==> src/rtl/div_datapath_pkg.sv <==
// Shared definitions for the repeated-subtraction divider datapath.
// The state encoding is the one the iteration controller is built against.
package div_datapath_pkg;

    typedef enum logic {
        IDLE = 1'b0,
        RUN  = 1'b1
    } state_t;

endpackage

==> src/rtl/div_step.sv <==
// One subtraction step of the divider: the candidate remainder and the
// r < b compare that decides whether the step may be taken.
module div_step #(
    parameter int W = 8
) (
    input  logic [W-1:0] r,
    input  logic [W-1:0] b,
    output logic [W-1:0] r_next,
    output logic         lt
);

    assign r_next = r - b;
    assign lt     = (r < b);

endmodule

==> src/rtl/div_datapath.sv <==
// Unsigned divide-by-repeated-subtraction datapath driven by the one-hot
// iteration controller; also watches the start/do_iter/ready handshake.
module div_datapath
    import div_datapath_pkg::*;
#(
    parameter int W = 8
) (
    input  logic         clk,
    input  logic         rst_n,
    input  logic         start,
    input  logic [W-1:0] a,
    input  logic [W-1:0] b,
    input  logic         do_iter,
    input  logic         ready,
    output logic         zero,
    output logic         busy,
    output logic [W-1:0] quotient,
    output logic [W-1:0] remainder,
    output logic         res_valid,
    output logic         div_err,
    output logic         proto_err
);

    // Handshake: start is honoured only in IDLE; do_iter and ready only in
    // RUN. Anything else is a violation: it sets proto_err and is ignored.
    // In RUN, ready takes priority over do_iter.

    state_t       state;
    state_t       state_next;
    logic [W-1:0] r_reg;
    logic [W-1:0] q_reg;
    logic [W-1:0] b_reg;
    logic [W-1:0] r_sub;
    logic         r_lt;
    logic         run_zero;
    logic         load;
    logic         step;
    logic         finish;
    logic         viol;

    div_step #(.W(W)) u_step (
        .r      (r_reg),
        .b      (b_reg),
        .r_next (r_sub),
        .lt     (r_lt)
    );

    assign run_zero = r_lt | (b_reg == '0);
    assign zero     = (state == RUN) ? run_zero : 1'b1;
    assign busy     = (state == RUN);

    always_comb begin
        state_next = state;
        load       = 1'b0;
        step       = 1'b0;
        finish     = 1'b0;
        viol       = 1'b0;
        case (state)
            IDLE: begin
                if (start) begin
                    load       = 1'b1;
                    state_next = RUN;
                end
                if (do_iter || ready) viol = 1'b1;
            end
            RUN: begin
                if (start) viol = 1'b1;
                if (ready) begin
                    finish     = 1'b1;
                    state_next = IDLE;
                end else if (do_iter && !run_zero) begin
                    step = 1'b1;
                end
            end
            default: state_next = IDLE;
        endcase
    end

    always_ff @(posedge clk or negedge rst_n) begin
        if (!rst_n) state <= IDLE;
        else        state <= state_next;
    end

    always_ff @(posedge clk or negedge rst_n) begin
        if (!rst_n) begin
            r_reg     <= '0;
            q_reg     <= '0;
            b_reg     <= '0;
            quotient  <= '0;
            remainder <= '0;
            res_valid <= 1'b0;
            div_err   <= 1'b0;
            proto_err <= 1'b0;
        end else begin
            res_valid <= finish;
            if (viol) proto_err <= 1'b1;
            if (load) begin
                r_reg   <= a;
                b_reg   <= b;
                q_reg   <= '0;
                div_err <= (b == '0);
            end else if (step) begin
                // Guarded by ~zero, so neither underflow nor quotient wrap.
                r_reg <= r_sub;
                q_reg <= q_reg + 1'b1;
            end
            if (finish) begin
                quotient  <= q_reg;
                remainder <= r_reg;
            end
        end
    end

endmodule
==> config.mk <==
export PLATFORM = sky130hd
export DESIGN_NAME = div_datapath
export DESIGN_NICKNAME = d
export VERILOG_FILES = /design/src/rtl/div_datapath_pkg.sv /design/src/rtl/div_step.sv /design/src/rtl/div_datapath.sv
export SDC_FILE = /design/constraint.sdc
export NUM_CORES = 1
export LEC_CHECK = 0
export ABC_AREA = 1
export CAP_MARGIN = 20
export CORE_UTILIZATION = 30
export DETAILED_ROUTE_END_ITERATION = 10
export PLACE_DENSITY = 0.59
export SLEW_MARGIN = 20
export SYNTH_ARGS = -nofsm -noshare
export SYNTH_HDL_FRONTEND = slang
export SYNTH_HIERARCHICAL = 1
export SYNTH_SLANG_ARGS = --single-unit
==> constraint.sdc <==
create_clock -name clk -period 3.23 [get_ports clk]
set_input_delay 0.646 -clock clk [delete_from_list [all_inputs] [get_ports clk]]
set_output_delay 0.646 -clock clk [all_outputs]
set_load 0.01 [all_outputs]
# Yosys cells after proc, flatten, opt, wreduce, memory -nomap -nowiden
# Cells that the tools add are included.
# W data, S select, Z words.
# totals
reg_bits	44
inputBits	21
output_inout_bits	21
word_cells	36
# classes
n_addsub	2
n_lt_le_gt_ge	1
muxes	16
bitwise_logic	2
n_reduce_logical	6
# op_table
op	count
$mux W8	4
$logic_not A8 Y1	2
$mux W1	10
$add A8 B1 Y8 const B	1
$lt A8 B8 Y1	1
$sub A8 B8 Y8	1
$pmux W1 S2	2
$reduce_bool A2 Y1	1
$logic_and A1 B1 Y1	1
$logic_not A1 Y1	1
$logic_or A1 B1 Y1	1
$not A1 Y1	1
$or A1 B1 Y1	1

# Depth between registers and ports, before layout
# Gate-level depths: netlist of run 1.
# depth
depth_word	9
ltp_mapped	15

# Modules after synthesis
# The synthesis of run 1 kept the hierarchy.
# modules_own_cells
module	n_inst	cells_per_inst	area_each_um2	seq_area_each_um2
div_datapath	1	259	2049.5	1101.1
div_step	1	69	384.1	0.0

# Least setup slack after synthesis of run 1
# OpenSTA, ideal clock, no wires.
# synth_timing
kind	register to output
startpoint	register r_reg[0]
endpoint	output port zero
arrival_time_ps	1490
required_time_ps	2584
slack_ps	1094
stages_incl_launch_ff	12
n_path_buf	0
cell_sequence	dfrtp_1 > inv_1 > ha_1 > inv_1 > fa_1 > nand2_1 > nand2_1 > nand2_1 > nor3_1 > nor2_1 > a21oi_1 > nand2_1
# synth_via
elab_chain_len	3
# synth_lines
item	line_no	rtl
from (decl)	div_datapath.sv:30	logic [W-1:0] r_reg;
from (signal assigned)	div_datapath.sv:104	r_reg <= r_sub;
$lt A8 B8 Y1	div_step.sv:13	assign lt = (r < b);
via r_lt	div_datapath.sv:34	logic r_lt;
$or A1 B1 Y1	div_datapath.sv:48	assign run_zero = r_lt | (b_reg == '0);
$mux W1	div_datapath.sv:49	assign zero = (state == RUN) ? run_zero : 1'b1;
to (decl)	div_datapath.sv:15	output logic zero,
# The timed path passes the listed nets, and every way through them passes these cells.

# Final worst setup path of run 1
# Same ends and word-level chain as after synthesis.

==> results of run 1 <==
## power by group
part           internal, mW  switching, mW
clock network         0.273          0.189
registers             0.693          0.117
logic                 0.443          0.533
## worst max-delay path by stage
stage                        start    to  slack, ns  cells past startpoint
after floorplan           r_reg[0]  zero       1.09                     11
after global placement    r_reg[0]  zero       0.48                     12
after detailed placement  r_reg[0]  zero       0.45                     12
after CTS                 r_reg[0]  zero       0.11                     12
after global routing      r_reg[0]  zero       0.23                     12
final                     r_reg[0]  zero       0.51                     12
## Yosys cell counts (all sizes together)
cell,instances,share of area [%]
dfrtp,44,45
xor2,1,0.36
nor3,2,0.41
nand2,148,23
nand3,26,5.9
inv,35,5.4
fa,1,0.82
xnor2,2,0.72
or2,2,0.51
a21oi,6,1.2
ha,9,4.6
nand3b,2,0.62
nor2,17,2.6
clkbuf,3,0.46
nor3b,3,1.4
buf,8,2.6
o21ai,18,3.7
nor4,1,0.26
## layer usage
metal,share of wire [%],up-vias
li1,-,1096
met1,51,936
met2,44,48
met3,4.2,2
met4,0.56,0
met5,0,-
## kinds of logic after synthesis
kind of cell / after synthesis / share of synthesized area, %
AND/OR/NAND/NOR: 201 / 34.8
buffers and inverters: 46 / 8.48
flip-flops: 44 / 45.2
AO/OA/AOI/OAI: 24 / 4.94
adder cells (fa/ha/maj): 10 / 5.45
XOR/XNOR: 3 / 1.08
## layout by cell type, fill, tap and decap left out
| master | n |
|---|---|
| clkbuf_8 | 7 |
| nor3_1 | 2 |
| nor3b_1 | 2 |
| nor4_1 | 1 |
| inv_1 | 34 |
| nor2_1 | 17 |
| ha_1 | 9 |
| nand2_4 | 1 |
| inv_2 | 1 |
| a21oi_1 | 6 |
| fa_1 | 1 |
| xnor2_1 | 2 |
| dfrtp_1 | 44 |
| bufinv_16 | 1 |
| nand3_1 | 25 |
| o21ai_0 | 18 |
| or2_1 | 2 |
| nand3b_1 | 2 |
| nand3_4 | 1 |
| xor2_1 | 1 |
| buf_4 | 3 |
| clkdlybuf4s50_1 | 39 |
| dlymetal6s2s_1 | 1 |
| nand2_1 | 147 |
| nor3b_4 | 1 |
## through the flow
stage	hold WS (ns)	instance area, sq um
floorplan	0.350	2430
global placement	0.464	2910
detailed placement	0.456	2910
CTS	0.487	3030
global route	0.381	3040
finish	0.332	3040
## layout make-up
class,count,area (sq um)
clock buffer,7,96.3
clock inverter,1,30.0
fill,812,4730
inverter,35,131
multi-input combinational,238,1130
sequential,44,1100
tap,102,128
timing repair buffer,43,425
## repair_timing
| action | 4_1_cts | 5_1_grt |
|---|---|---|
| hold buffers | 0 | 0 |
| endpoints found under the hold margin | 0 | 0 |
| resized for setup | 0 | 1 |
| endpoints found under the setup margin | 0 | 1 |
==> flow_summary.toml, run 1 <==
[setup_path]
cp.required_ns = 2.58
path_class = "register to primary output"
critPathBufInv = 3
timing.critical_path.arrival_ns = 2.08
crit_path_max_fanout = 3
worst_path_largest_cell_delay_ns = 0.40
worst_r2r_path_depth = 14
r2r_end = "r_reg[7]"
cpMaxStageDelayCell = "dfrtp_1"
most_used_cell_along_the_critical_path = "nand2_1"
rrSetupSlack_ns = 1.00
path_cells = "inv_1 > ha_1 > inv_1 > fa_1 > nand2_1 > nand2_1 > nand2_1 > nor3_1 > nor2_1 > a21oi_1 > nand2_1 > dlymetal6s2s_1"
worst_setup_sp_type = "register"
setup.worst_path.end_class = "primary output"
worstReg2RegStart = "r_reg[0]"
critical_path.top_delay_family = "adder cells"

[global_route]
remaining_global_route_overflow = 0
grt_use_met2_pct = 21.7
groute.layer.met1.usage_pct = 19.5
groute.usage.overall_pct = 13.8
global_route.usage.met3_pct = 2.90
vias_in_the_first_global_route = 2004
grt_antenna_before_repair = 0
first_pass_grt_wire_length_mm = 9.34
grt-busiest-layer = "met2"
maximum_number_of_pins_on_one_net_before_global_route_repair = 45

[timing]
post-route-worst-setup-slack_ns = 0.508
final_setup_tns_ns = 0
final.period_utilization_pct = 84.3
number_of_pins_with_negative_max_slew_slack_in_the_final_report = 0
period_minus_slack_ns = 2.72
worst_pin_slew_ns = 0.843
grt_setup_unrepaired = "false"
hold_viol = 0
finalSetupViolCount = 0
fin_worst_skew_ns = 0.00289
timing.fmax_ghz = 0.367
slew_headroom_pct = 43.7

[clocking]
cts_setup_buffers = 0
clock_sinks = 44
cts-root-to-sink-buffers = 2
cts_htree_levels = 2
worstSkewPairLatency_ns = 0.29
cts_bufs_inserted = 5
cts_tree = "done"
worst_setup_hold_path_clk_slew_ns = 0.08
cts.root.buffer_cell = "clkbuf_8"

[job]
timing.max_cap.violations = 0

[finish]
finish.cell_count_without_fillers = 470
layout_overhead_on_the_synthesized_area_pct = 24.8
share_of_final_layout_standard_cells_stronger_than_drive_strength_1_pct = 4.08
layout.core_utilization_pct = 39.1
layout.nets = 398
n_antenna_cell = 0

[pwr]
power.density_cell_area_nw_per_um2 = 740
p_total_mw = 2.25
power_leakage_nw = 1.56
vdd.ir_drop.worst_mv = 0.267

[logic_synthesis]
ys.warnings.count = 6
netlist_area_sq_um = 2430
postSynthCellCount = 328
synth.avg_cell_area_sq_um = 7.42
ys_ff_latch = 44
synth_sequential_area_ratio_pct = 45.2
yosys.cell_types.count = 24
mappedNetlistNets = 359

[detailed_routing]
via_total_after_detailed_routing = 2082
post_drt_wl_per_cell_um = 11.1
drt_drc_violations_left = 0
wl_mm = 5.22
number_of_detailed_routing_iterations_run_before_antenna_repair = 4
detail_route.vias_per_cell = 4.43
detailed_route_iter0_violations = 95
route.antenna.remaining_nets = 0

[die]
floorplan.die_area_sq_um = 8480
initial_utilization_pct = 31.3
std_cell_rows = 32
io_pins = 42
die_w_um = 92.1
die-height_um = 92.1
core-area_sq_um = 7770

[placement]
place_hpwl_mm = 3.84
port_buffers = 41
place_inst = 462
place_worst_setup_slack_ns = 0.455
globalplace.congestion = 0.834

[status]
run_status = "completed"

[worst_hold_path]
min-delay-path-class = "primary input to async pin"
Note: power is estimated with default switching activity, not from simulation.
==> run 2: changes to the inputs <==
Settings changed: PLACE_DENSITY 0.59 to 0.61.
Clock period 3.23 ns to 2.25 ns, I/O delays scaled along.
==> run 2 against run 1 <==
The flow now finishes with violations (setup timing). Global-route usage up 0.16 points. Total power up 56%. Cell area up 5.3%. Non-clock buffer count up 21. Flip-flop and latch count unchanged. Cell count up 4.5%. Sequential share of layout area down 1.8 points. Hold slack worse by 0.12 ns. Register-to-register slack worse by 0.86 ns. Critical path depth unchanged. Clock-buffer cell count down 1. Clock power up 31%.
==> flow_summary.toml, run 2 (synthesis results as in run 1) <==
[status]
run_status = "complete, but fails checks"
failed_checks = "setup timing"

[global_route]
groute.layer.met1.usage_pct = 19.3
maximum_number_of_pins_on_one_net_before_global_route_repair = 45
global_route.usage.met3_pct = 2.65
first_pass_grt_wire_length_mm = 9.49
grt-busiest-layer = "met2"
remaining_global_route_overflow = 0
grt_use_met2_pct = 22.3
groute.usage.overall_pct = 13.9
vias_in_the_first_global_route = 2021
grt_antenna_before_repair = 0

[timing]
number_of_pins_with_negative_max_slew_slack_in_the_final_report = 0
worst_hold_slack_ns = 0.216
slew_headroom_pct = 62.0
fin_worst_skew_ns = 0.00954
worst_pin_slew_ns = 0.570
hold_viol = 0
period_minus_slack_ns = 2.39
grt_setup_unrepaired = "true"
post-route-worst-setup-slack_ns = -0.136
timing.fmax_ghz = 0.419
final.period_utilization_pct = 106
finalSetupViolCount = 1

[setup_path]
worst_setup_sp_type = "register"
crit_path_max_fanout = 2
timing.critical_path.arrival_ns = 1.94
path_class = "register to primary output"
path_cells = "inv_1 > ha_2 > inv_2 > fa_2 > nand2_1 > nand2_1 > nand2_2 > nor3_2 > nor2_2 > a21oi_2 > nand2_1 > buf_2"
cpMaxStageDelayCell = "dfrtp_1"
most_used_cell_along_the_critical_path = "nand2_1"
setup.worst_path.end_class = "primary output"
cp.required_ns = 1.80
worst_path_largest_cell_delay_ns = 0.38

[clocking]
worst_setup_hold_path_clk_slew_ns = 0.09
cts_bufs_inserted = 5
worstSkewPairLatency_ns = 0.30
cts.root.buffer_cell = "clkbuf_8"
ctsHoldBuffers = 0
cts-root-to-sink-buffers = 2
cts_htree_levels = 2
cts_tree = "done"
clock_sinks = 44

[finish]
share_of_final_layout_standard_cells_stronger_than_drive_strength_1_pct = 11.1
layout.core_utilization_pct = 41.2
final_common_cell = "nand2_1"
layout.cells.most_common_list = "nand2_1, dfrtp_1, clkdlybuf4s50_1"
layout.nets = 419
layout_overhead_on_the_synthesized_area_pct = 31.4
n_antenna_cell = 0

[die]
io_pins = 42
floorplan.die_area_sq_um = 8480
core-area_sq_um = 7770
initial_utilization_pct = 31.3
die_w_um = 92.1
die-height_um = 92.1
std_cell_rows = 32

[detailed_routing]
wl_mm = 5.56
number_of_detailed_routing_iterations_run_before_antenna_repair = 4
route.antenna.remaining_nets = 0
post_drt_wl_per_cell_um = 11.3
detailed_route_iter0_violations = 88
drt_drc_violations_left = 0
detail_route.vias_per_cell = 4.42
via_total_after_detailed_routing = 2171

[placement]
place_hpwl_mm = 4.01
globalplace.congestion = 0.783
port_buffers = 41

[pwr]
p_total_mw = 3.50
power.density_cell_area_nw_per_um2 = 1090
power_leakage_nw = 1.65
vdd.ir_drop.worst_mv = 0.364

[job]
timing.max_cap.violations = 0

[worst_hold_path]
min-delay-path-class = "primary input to async pin"
==> run 2: final timing paths <==
kind                               from            to  slack, ns  depth (start not counted)
max in group asynchronous         rst_n      b_reg[4]       1.63                          2
min reg2reg                remainder[7]  remainder[7]       0.49                          2
max reg2reg                    r_reg[0]      r_reg[1]       0.14                         15
max                            r_reg[0]          zero      -0.14                         12
min                               rst_n   quotient[7]       0.22                          2
min in group clk           remainder[7]  remainder[7]       0.49                          2
==> run 2: routing by layer <==
metal,vias up,wire length (um)
met3,6,301
met2,59,2490
met1,971,2710
met5,-,0
li1,1135,-
met4,0,59
==> run 2: cell type report <==
| type | count | area [sq um] |
|---|---|---|
| repair buffers | 64 | 586 |
| well taps | 102 | 128 |
| clock inverters | 2 | 35.0 |
| fillers | 817 | 4570 |
| clock buffers | 6 | 72.6 |
| multi-input cells | 238 | 1140 |
| inverters | 35 | 131 |
| flip-flops and latches | 44 | 1100 |
==> run 2: power by group <==
group	internal [mW]	total (mW)	switching, mW
clock	0.330	0.606	0.276
sequential	0.994	1.15	0.151
combinational	0.862	1.75	0.884
==> run 2: worst max-delay path, delay by kind of cell (launching register included) <==
kind | cells | cell delay (ns)
flip-flops | 1 | 0.38
AO/OA/AOI/OAI | 1 | 0.05
adder cells (fa/ha/maj) | 2 | 0.51
buffers and inverters | 3 | 0.24
AND/OR/NAND/NOR | 6 | 0.47
==> run 2: repair_timing <==
action | 4_1_cts | 5_1_grt
resized for setup | 7 | 4
setup buffers | 1 | 0
pin swaps | 1 | 1
endpoints found under the setup margin | 1 | 17
==> run 2: through the flow <==
step	area, sq um	TNS [ns]	setup slack (ns)	cells
finish	3200	-0.136	-0.136	491
global route	3200	-0.280	-0.263	491
CTS	3190	-0.154	-0.154	491
detailed placement	3070	-0.252	-0.252	482
global placement	3070	-0.241	-0.241	482
floorplan	2430	0	0.310	328
==> run 3: changes to the inputs <==
Settings changed: PLACE_DENSITY 0.61 to default, SKIP_LAST_GASP from default to 1, SYNTH_HIERARCHICAL 1 to default.
==> run 3 against run 2 <==
Cell count shrank 6.7%. Sequential share of layout area is 0.83 points higher. Die area shrank 3.9%. Cell area is 2.3% lower. The flow now finishes without violations.
==> flow_summary.toml, run 3 <==
[status]
run_status = "completed"

[logic_synthesis]
synth_top_cells_by_area = "dfrtp_1, nand2_1, nand3_1"
yosys.cell_types.count = 28
postSynthCellCount = 301
netlist_area_sq_um = 2340
asyncSetResetFlopFracSynth_pct = 100
synthFlopType = "dfrtp_1"
count_leader_synth = "nand2_1"
ys_ff_latch = 44
ys.warnings.count = 0
yosys.area.top_type = "dfrtp_1"
synth_commonest_cells = "nand2_1, dfrtp_1, inv_1, nand3_1, o21ai_0"
post-synth-top-area-fraction_pct = 47.1
synth_edf_count = 0
mappedNetlistNets = 332
synth_sequential_area_ratio_pct = 47.1
synth.avg_cell_area_sq_um = 7.76

[pwr]
swShare_pct = 36.6
p_int_mw = 2.16
vdd.ir_drop.worst_mv = 0.448
power_leakage_nw = 1.55
seqPwrFrac_pct = 33.8
power.density_cell_area_nw_per_um2 = 1090
netSwitchingPower_mw = 1.25
combPwrFrac_pct = 47.7
clock_power_share_pct = 18.5

[die]
initial_utilization_pct = 31.5
io_pins = 42
floorplan.die_area_sq_um = 8150
std_cell_rows = 31
die-height_um = 90.3
die_w_um = 90.3
core-area_sq_um = 7410

[detailed_routing]
detail_route.vias_per_cell = 4.51
wirelength_met1_mm = 2.75
detailroute.wirelength.met2_mm = 2.43
number_of_detailed_routing_iterations_run_before_antenna_repair = 4
wl_mm = 5.46
drt_drc_violations_left = 0
route.antenna.remaining_nets = 0
post_drt_wl_per_cell_um = 11.9
via_total_after_detailed_routing = 2065
highest_layer = "met4"
detailed_route_iter0_violations = 91
length_of_routed_met3_wiring_um = 222

[setup_path]
path_class = "register to primary output"
timing.critical_path.arrival_ns = 1.74
cp.required_ns = 1.80
setup.worst_path.end_class = "primary output"
worst_setup_sp_type = "register"
crit_path_max_fanout = 2

[global_route]
first_pass_grt_wire_length_mm = 9.39
groute.usage.overall_pct = 14.4
grt_antenna_before_repair = 0
maximum_number_of_pins_on_one_net_before_global_route_repair = 35
remaining_global_route_overflow = 0
vias_in_the_first_global_route = 1975

[finish]
layout_overhead_on_the_synthesized_area_pct = 33.6
share_of_final_layout_standard_cells_stronger_than_drive_strength_1_pct = 12.3
layout.nets = 389
area_of_combinational_cells_with_multiple_inputs_sq_um = 1110
final.fill_count = 753
layout.cells.most_common_list = "nand2_1, dfrtp_1, clkdlybuf4s50_1"
final_common_cell = "nand2_1"
n_antenna_cell = 0
layout.cell_area.non_filler_sq_um = 3120
seqCellArea_sq_um = 1100

[job]
timing.max_cap.violations = 0

[timing]
worst_pin_slew_ns = 0.573
slew_headroom_pct = 61.8
period_minus_slack_ns = 2.19
timing.fmax_ghz = 0.457
hold_viol = 0
number_of_pins_with_negative_max_slew_slack_in_the_final_report = 0
grt_setup_unrepaired = "true"
post-route-worst-setup-slack_ns = 0.0627
fin_worst_skew_ns = 0.0104
final.period_utilization_pct = 97.2
finalSetupViolCount = 0

[clocking]
worst_setup_hold_path_clk_slew_ns = 0.09
cts-root-to-sink-buffers = 2
clock_sinks = 44
ctsHoldBuffers = 0
cts_tree = "done"
cts_bufs_inserted = 5
cts_htree_levels = 2
worstSkewPairLatency_ns = 0.30
cts.root.buffer_cell = "clkbuf_8"

[placement]
place_area_sq_um = 2960
globalplace.congestion = 0.844
port_buffers = 41
place_worst_setup_slack_ns = -0.112
place_hpwl_mm = 4.04

[worst_hold_path]
min-delay-path-class = "primary input to async pin"
-- run 3: cell types whose count changed after synthesis, sizes merged, moves of 2 or more --
| cell | delta |
|---|---|
| nand4 | +2 |
| clkbuf | +3 |
| inv | -7 |
| nand2 | -26 |
| nor2 | -2 |
| xor2 | +2 |
| nor3 | +2 |
| buf | -4 |
| nand3 | +2 |
-- run 3: worst paths after layout --
check                              from           end  slack [ns]  cells after the start
min in group clk           remainder[1]  remainder[1]        0.48                      2
hold reg to reg            remainder[1]  remainder[1]        0.48                      2
hold / removal                    rst_n   quotient[3]        0.12                      1
setup reg to reg               r_reg[0]      r_reg[5]        0.29                     13
setup / recovery               r_reg[0]          zero        0.06                     10
max in group asynchronous         rst_n  remainder[1]        1.54                      2
-- run 3: cells by family after synthesis --
logic type,share of synthesized area (%)
XOR/XNOR,1.87
AND/OR/NAND/NOR,32.8
buffers and inverters,6.69
flip-flops,47.1
AO/OA/AOI/OAI,5.84
adder cells (fa/ha/maj),5.67
-- run 3: layout make-up --
type,instances,area share (%)
multi-input cells,219,35.5
flip-flops and latches,44,35.3
repair buffers,60,18.0
well taps,99,3.97
inverters,28,3.37
clock buffers,6,2.64
clock inverters,2,1.24
-- run 3: per-layer routing --
layer,vias to the layer above,track usage [%]
met4,0,4.03
met1,942,20.1
li1,1068,-
met2,49,23.0
met5,-,0
met3,6,2.61
-- run 3: worst max-delay path, stage by stage (launching register included) --
cell and delay, ns:
dfrtp_1 0.39, inv_2 0.07, ha_4 0.12, inv_2 0.04, fa_2 0.40, nand2_2 0.07, nand2_2 0.06, nand3_2 0.06
nand2_2 0.06, nand3_2 0.07, buf_6 0.10
-- run 3: through the flow --
step / util (%) / power, mW / cells / TNS [ns] / hold slack (ns)
floorplan: - / 2.06 / 301 / 0 / 0.154
global placement: 40.0 / 2.70 / 449 / -0.102 / 0.463
detailed placement: 40.0 / 2.74 / 449 / -0.112 / 0.466
CTS: 41.6 / 3.38 / 457 / 0 / 0.148
global route: 42.2 / 3.72 / 458 / -0.0252 / 0.162
finish: 42.2 / 3.41 / 458 / 0 / 0.125
-- run 3: timing repair --
item / in CTS / in global routing
setup buffers: 0 / 1
pin swaps: 0 / 5
resized for setup: 5 / 9
setup endpoints to repair: 1 / 1
-- run 3: power groups by stage --
stage               sequential [mW]  clock [mW]  combinational, mW
floorplan                      1.18           0              0.883
global placement               1.16           0               1.54
detailed placement             1.16           0               1.57
CTS                            1.15       0.657               1.57
global route                   1.18       0.686               1.85
finish                         1.15       0.630               1.62
